--- src/rtl/sao_stat_accum.sv ---
// SAO edge-offset statistics engine: classifies BLK x BLK tiles, accumulates per-category
// diff sums/counts for one CTB and drains them as a stream. Band stats under `SAO_BO_STAT_EN.
module sao_stat_accum #(
    parameter int BIT_DEPTH = 8,
    parameter int BLK       = 4,
    parameter int DIFF_CLIP = 4,
    parameter int SUM_W     = 18,
    parameter int CNT_W     = 13
) (
    input  logic                                      clk,
    input  logic                                      arst_n,
    input  logic                                      start,
    input  logic                                      in_valid,
    output logic                                      in_ready,
    input  logic                                      in_last,
    input  logic [BLK*BLK-1:0]                        pix_mask,
    input  logic [0:BLK-1][0:BLK-1][BIT_DEPTH-1:0]    rec_l,
    input  logic [0:BLK-1][0:BLK-1][BIT_DEPTH-1:0]    rec_m,
    input  logic [0:BLK-1][0:BLK-1][BIT_DEPTH-1:0]    rec_r,
    input  logic [0:BLK-1][0:BLK-1][BIT_DEPTH-1:0]    org_m,
    output logic                                      st_valid,
    input  logic                                      st_ready,
    output logic [5:0]                                st_cat,
    output logic signed [SUM_W-1:0]                   st_sum,
    output logic [CNT_W-1:0]                          st_cnt,
    output logic                                      st_last,
    output logic                                      busy
);

    // Handshake: a beat moves on in_valid && in_ready; a result moves on st_valid && st_ready,
    // and st_* hold stable while st_valid is high and st_ready is low.

    localparam int NPIX = BLK * BLK;
    localparam int DW   = DIFF_CLIP + 1;
    localparam int TSW  = DW + $clog2(NPIX) + 1;
    localparam int TCW  = $clog2(NPIX + 1);
`ifdef SAO_BO_STAT_EN
    localparam int NCAT = 36;
`else
    localparam int NCAT = 4;
`endif
    localparam logic signed [BIT_DEPTH:0] DMAX = (BIT_DEPTH+1)'((2 ** DIFF_CLIP) - 1);

    typedef enum logic [1:0] {IDLE, ACCUM, FLUSH, DRAIN} state_t;

    state_t state;
    logic   flush_cnt;

    // Stage 0 (combinational classification)
    logic [2:0]                 cat_c  [NPIX];
    logic signed [DW-1:0]       diff_c [NPIX];
    logic [2:0]                 ep;
    logic signed [BIT_DEPTH:0]  df;

    // Stage 1 registers
    logic                       s1_v;
    logic [2:0]                 s1_cat  [NPIX];
    logic signed [DW-1:0]       s1_diff [NPIX];
`ifdef SAO_BO_STAT_EN
    logic [4:0]                 s1_band [NPIX];
    logic                       s1_ben  [NPIX];
`endif

    logic signed [TSW-1:0]      tile_sum [NCAT];
    logic [TCW-1:0]             tile_cnt [NCAT];
    logic signed [SUM_W-1:0]    acc_sum  [NCAT];
    logic [CNT_W-1:0]           acc_cnt  [NCAT];
    logic signed [SUM_W-1:0]    nxt_sum;
    logic [CNT_W-1:0]           nxt_cnt;

    function automatic logic signed [SUM_W-1:0] sat_sum(input logic signed [SUM_W-1:0] a,
                                                        input logic signed [TSW-1:0]   b);
        logic [SUM_W:0] s;
        s = {a[SUM_W-1], a} + {{(SUM_W+1-TSW){b[TSW-1]}}, b};
        if (s[SUM_W] != s[SUM_W-1])
            return s[SUM_W] ? {1'b1, {(SUM_W-1){1'b0}}} : {1'b0, {(SUM_W-1){1'b1}}};
        return s[SUM_W-1:0];
    endfunction

    function automatic logic [CNT_W-1:0] sat_cnt(input logic [CNT_W-1:0] a,
                                                 input logic [TCW-1:0]   b);
        logic [CNT_W:0] s;
        s = {1'b0, a} + {{(CNT_W+1-TCW){1'b0}}, b};
        return s[CNT_W] ? {CNT_W{1'b1}} : s[CNT_W-1:0];
    endfunction

    // ep = (sign_l + 1) + (sign_r + 1), so ep 0..4 corresponds to edge sum -2..+2
    always_comb begin
        ep = '0;
        df = '0;
        for (int i = 0; i < BLK; i++) begin
            for (int j = 0; j < BLK; j++) begin
                ep = ((rec_m[i][j] > rec_l[i][j]) ? 3'd2 : (rec_m[i][j] < rec_l[i][j]) ? 3'd0 : 3'd1)
                   + ((rec_m[i][j] > rec_r[i][j]) ? 3'd2 : (rec_m[i][j] < rec_r[i][j]) ? 3'd0 : 3'd1);
                case (ep)
                    3'd0:    cat_c[i*BLK+j] = 3'd1;
                    3'd1:    cat_c[i*BLK+j] = 3'd2;
                    3'd3:    cat_c[i*BLK+j] = 3'd3;
                    3'd4:    cat_c[i*BLK+j] = 3'd4;
                    default: cat_c[i*BLK+j] = 3'd0;
                endcase
                if (!pix_mask[i*BLK+j])
                    cat_c[i*BLK+j] = 3'd0;
                df = $signed({1'b0, org_m[i][j]}) - $signed({1'b0, rec_m[i][j]});
                if (df > DMAX)
                    df = DMAX;
                else if (df < -DMAX)
                    df = -DMAX;
                diff_c[i*BLK+j] = df[DW-1:0];
            end
        end
    end

    // Per-category reduction of the registered stage-1 pixels
    always_comb begin
        for (int c = 0; c < NCAT; c++) begin
            tile_sum[c] = '0;
            tile_cnt[c] = '0;
        end
        for (int p = 0; p < NPIX; p++) begin
            for (int c = 0; c < 4; c++) begin
                if (s1_cat[p] == 3'(c + 1)) begin
                    tile_sum[c] = tile_sum[c] + TSW'(s1_diff[p]);
                    tile_cnt[c] = tile_cnt[c] + TCW'(1);
                end
            end
`ifdef SAO_BO_STAT_EN
            for (int b = 0; b < 32; b++) begin
                if (s1_ben[p] && s1_band[p] == 5'(b)) begin
                    tile_sum[4+b] = tile_sum[4+b] + TSW'(s1_diff[p]);
                    tile_cnt[4+b] = tile_cnt[4+b] + TCW'(1);
                end
            end
`endif
        end
    end

    always_ff @(posedge clk or negedge arst_n) begin
        if (!arst_n) begin
            s1_v <= 1'b0;
            for (int p = 0; p < NPIX; p++) begin
                s1_cat[p]  <= '0;
                s1_diff[p] <= '0;
`ifdef SAO_BO_STAT_EN
                s1_band[p] <= '0;
                s1_ben[p]  <= 1'b0;
`endif
            end
            for (int c = 0; c < NCAT; c++) begin
                acc_sum[c] <= '0;
                acc_cnt[c] <= '0;
            end
        end else if (start) begin
            s1_v <= 1'b0;
            for (int c = 0; c < NCAT; c++) begin
                acc_sum[c] <= '0;
                acc_cnt[c] <= '0;
            end
        end else begin
            s1_v <= in_valid && in_ready;
            for (int p = 0; p < NPIX; p++) begin
                s1_cat[p]  <= cat_c[p];
                s1_diff[p] <= diff_c[p];
`ifdef SAO_BO_STAT_EN
                s1_band[p] <= rec_m[p/BLK][p%BLK][BIT_DEPTH-1 -: 5];
                s1_ben[p]  <= pix_mask[p];
`endif
            end
            if (s1_v) begin
                for (int c = 0; c < NCAT; c++) begin
                    acc_sum[c] <= sat_sum(acc_sum[c], tile_sum[c]);
                    acc_cnt[c] <= sat_cnt(acc_cnt[c], tile_cnt[c]);
                end
            end
        end
    end

    // Entry for index st_cat+1: in FLUSH st_cat is 0, so this is the first result
    always_comb begin
        nxt_sum = '0;
        nxt_cnt = '0;
        for (int c = 0; c < NCAT; c++) begin
            if (st_cat == 6'(c)) begin
                nxt_sum = acc_sum[c];
                nxt_cnt = acc_cnt[c];
            end
        end
    end

    always_ff @(posedge clk or negedge arst_n) begin
        if (!arst_n) begin
            state     <= IDLE;
            flush_cnt <= 1'b0;
            in_ready  <= 1'b0;
            st_valid  <= 1'b0;
            st_last   <= 1'b0;
            st_cat    <= '0;
            st_sum    <= '0;
            st_cnt    <= '0;
            busy      <= 1'b0;
        end else if (start) begin
            state     <= ACCUM;
            flush_cnt <= 1'b0;
            in_ready  <= 1'b1;
            st_valid  <= 1'b0;
            st_last   <= 1'b0;
            st_cat    <= '0;
            st_sum    <= '0;
            st_cnt    <= '0;
            busy      <= 1'b1;
        end else begin
            case (state)
                IDLE: ;
                ACCUM: begin
                    if (in_valid && in_ready && in_last) begin
                        state     <= FLUSH;
                        in_ready  <= 1'b0;
                        flush_cnt <= 1'b0;
                    end
                end
                FLUSH: begin
                    if (flush_cnt) begin
                        state    <= DRAIN;
                        st_valid <= 1'b1;
                        st_cat   <= 6'd1;
                        st_sum   <= nxt_sum;
                        st_cnt   <= nxt_cnt;
                        st_last  <= 1'b0;
                    end else begin
                        flush_cnt <= 1'b1;
                    end
                end
                DRAIN: begin
                    if (st_ready) begin
                        if (st_cat == 6'(NCAT)) begin
                            state    <= IDLE;
                            st_valid <= 1'b0;
                            st_last  <= 1'b0;
                            st_cat   <= '0;
                            st_sum   <= '0;
                            st_cnt   <= '0;
                            busy     <= 1'b0;
                        end else begin
                            st_cat  <= st_cat + 6'd1;
                            st_sum  <= nxt_sum;
                            st_cnt  <= nxt_cnt;
                            st_last <= (st_cat + 6'd1 == 6'(NCAT));
                        end
                    end
                end
                default: state <= IDLE;
            endcase
        end
    end

endmodule
--- config.mk ---
export PLATFORM = sky130hd
export DESIGN_NAME = sao_stat_accum
export DESIGN_NICKNAME = d
export VERILOG_FILES = /design/src/rtl/sao_stat_accum.sv
export SDC_FILE = /design/constraint.sdc
export NUM_CORES = 2
export LEC_CHECK = 0
export BUFFER_PORTS_ARGS = -buffer_cell sky130_fd_sc_hd__buf_4
export CAP_MARGIN = 5
export CORE_AREA = 4 4 359 361
export CTS_CLUSTER_DIAMETER = 100
export DETAILED_ROUTE_END_ITERATION = 6
export DIE_AREA = 0 0 363 365
export PLACE_DENSITY = 0.69
export SETUP_SLACK_MARGIN = 0.02
export SKIP_CTS_REPAIR_TIMING = 1
export SYNTH_ARGS = -nofsm -noshare
export SYNTH_HDL_FRONTEND = slang
export SYNTH_SLANG_ARGS = --single-unit
--- constraint.sdc ---
create_clock -name clk -period 20.5 [get_ports clk]
set_input_delay 4.1 -clock clk [delete_from_list [all_inputs] [get_ports clk]]
set_output_delay 4.1 -clock clk [all_outputs]
set_load 0.05 [all_outputs]
==> out/metrics.cfg <==
[cts]
numCtsBuffers=37
clkTransAtPathRegs_ns=0.06
cts_tree=done
h-tree-depth=2
cts_sinks=297
clk_path_buf_depth=3
cts_root_buf=clkbuf_16
clk_latency_ns=0.63

[logic_synthesis]
synth_area_sq_mm=0.0625
ys_seq_area_share_pct=11.9
syn-num-nets=9971
syn-mean-instance-area_sq_um=7.58
ys_ff_latch=297
synth_area_leader_cell=ha_1
ys_warn_count=0
ys.flop_type=dfrtp_1
yosysUniqueCellTypes=92
synth_top_area_share_pct=21.8
synth.most_common_cell=ha_1
yosys-top-cells-count=1,090 x ha_1, 942 x inv_1, 705 x a21oi_1
syn_inst=8243
synthTopCellsByArea=ha_1 22%, dfrtp_1 12%, xnor2_1 7.5%
async_reset_ff_share_pct=100
synth_edf_count=0

[worst_setup_path]
timing.rr.start=s1_cat[47]$_DFFE_PN0N_
crit_family=adder cells
setup.worst_path.end_class=flop
path_max_fanout=16
start_kind=flop
critPathMostFrequentCell=ha_1
crit_buf_inv=7
cp.required_ns=20.97
r2r_cells=90
worst_path_max_delay_cell=or4b_2
critPathMaxStageDelay_ns=0.61
cp.arrival_ns=19.64
reg2reg_setup_slack_ns=1.33
critPathKind=reg2reg
cp.depth=90
setup.worst_path.start=s1_cat[47]$_DFFE_PN0N_

[floorplan]
fp.coreArea_sq_mm=0.125
design.die.area_sq_mm=0.132
pin_count=575
fp.dieH_um=365
num_rows=130
die_x_um=363
start_util_pct=49.8

[detailed_routing]
drc=7
vias=59500
drt_iter0_drc=3476
wire_per_inst_um=17.6
wirelength_mm=182
postRouteAntennaNets=0
avgViaCountPerCell=5.76
dr.pass1.iters=7

[worst_hold_path]
min_path_type=reg2reg
hold_path_startpoint=st_sum[15]$_DFFE_PN0P_
holdPathStages=2

[power_and_ir_drop]
leakage_uw=0.0356
p_per_area_mw_per_mm2=95.4
ir_drop_mv=0.128
power_frac_comb_pct=78.3
switchingPower_uw=3340
p_clk_share_pct=9.6
seqPwrFrac_pct=12.2
switching_share_pct=50.1
p_int_uw=3320

[final_layout]
nFillCells=11900
layout-area-overhead-vs-synth_pct=11.8
final_cells=10300
drive_gt1_share_pct=11.2
nets=10400
stdcell_area_sq_mm=0.0699

[sta]
finalHoldViolCount=0
slew_headroom_pct=21.9
fin_hold_ws_ns=0.474
tightest_slew_ns=1.17
finalClockSkew_ns=0.0454
period_share_pct=93.5
period_minus_slack_ns=19.17
setup-violations-final=0
max_freq_mhz=52.2
slew_viol_final=0
fin_ws_ns=1.33

[global_route]
grt_pass1_vias=57900
antenna_found_initial=3
grt_pass1_wl_mm=290
grt_use_total_pct=26.5
grt_start_max_net_pins=103
grt_overflow=0

[outcome]
status=complete, but fails checks
violations=DRC

[placement]
post-place-ws_ns=0.612
hpwl_mm=152
placed_cells=10300
detailed_place.area_sq_mm=0.0685
gp_congestion=0.922
io_buffers=574

[run]
cap_viol_max_count=0

cell type report:
class	instances	area, sq um	share of cell area (%)
Tap cell	1650	2060	2.96
Clock buffer	51	1030	1.47
Inverter	945	3550	5.08
Antenna cell	1	2.50	0.00358
Multi-Input combinational cell	6712	50700	72.6
Sequential cell	297	7440	10.6
Clock inverter	13	91.3	0.131
Timing Repair Buffer	657	4950	7.08
power groups by stage:
stage                     Sequential, uW  Clock, uW  Combinational (uW)
after floorplan                      780          0                4000
final                                810        638                5210
after CTS                            804        663                5110
after global placement               812          0                4920
after detailed placement             815          0                5070
after global routing                 818        675                5860
sequential cells by signal (all words and copies together), names as in the netlist:
signal	flops
s1_diff	80
acc_sum	72
acc_cnt	52
s1_cat	48
st_sum	18
st_cnt	13
st_cat	6
state	2
busy	1
flush_cnt	1
in_ready	1
s1_v	1
st_last	1
st_valid	1
final timing paths:
path,endpoint
setup / recovery,acc_sum[54]$_DFFE_PN0P_
hold reg to reg,st_sum[15]$_DFFE_PN0P_
setup reg to reg,acc_sum[54]$_DFFE_PN0P_
max in group asynchronous,s1_diff[26]$_DFFE_PN0N_
hold / removal,st_sum[15]$_DFFE_PN0P_
min in group asynchronous,acc_cnt[41]$_DFFE_PN0P_
metal layers:
metal | GRT usage, % | up-vias | part of all wire, %
met2 | 45.7 | 1439 | 47
met3 | 3.91 | 264 | 6.5
met5 | 0 | - | 0.015
li1 | - | 29800 | -
met1 | 34.3 | 28000 | 44
met4 | 7.82 | 4 | 2.8
kinds of logic (layout without fill, tap and decap cells):
| logic type | count (synthesis) | in the layout | share of synthesized area, % |
|---|---|---|---|
| AOI/OAI and AO/OA | 2361 | 2361 | 23.8 |
| xor gates and xnor gates | 784 | 785 | 11.1 |
| adders and majority gates | 1196 | 1196 | 25.2 |
| buffers and inverters | 1235 | 1666 | 7.44 |
| DFF | 297 | 297 | 11.9 |
| muxes | 181 | 181 | 3.21 |
| other | 0 | 1 | 0 |
| and+or+nand+nor | 2189 | 2189 | 17.3 |
tightest hold or removal path, cell delays in order, from the launching register on:
cell and delay (ns):
dfrtp_1 0.34, nand2_1 0.04, o21ai_0 0.05
through the flow:
| stage | setup TNS, ns | utilization (%) | power, uW |
|---|---|---|---|
| 2_1_floorplan | 0 | - | 4780 |
| 5_1_grt | -0.00260 | 55.7 | 7350 |
| 6_report | 0 | 55.7 | 6660 |
| 4_1_cts | 0 | 55.5 | 6580 |
| 3_5_place_dp | 0 | 54.6 | 5890 |
| 3_3_place_gp | 0 | 54.6 | 5730 |
cells in the final DEF (no fill, tap or decap), types with 17 or more instances in the layout:
master and instances:
a211oi_1 78, a21boi_0 47, a21o_1 254, a21oi_1 700, a221o_1 40, a222oi_1 31
a31oi_1 72, and2_1 33, and3_1 21, and3b_1 17, buf_4 655, clkbuf_16 38
dfrtp_1 294, fa_1 104, ha_1 1089, inv_1 941, mux2_2 114, mux2i_1 55
nand2_1 621, nand2b_1 135, nand3_1 111, nand3b_1 25, nand4_1 87, nor2_1 579
nor2b_1 168, nor3_1 173, nor3b_1 39, nor3b_2 20, o211ai_1 28, o21a_1 105
o21ai_0 538, o21bai_1 214, o22ai_1 41, o31ai_1 40, o41a_1 21, or3_1 26
or3b_2 28, xnor2_1 534, xor2_1 241
(Power assumes the default switching activity.)
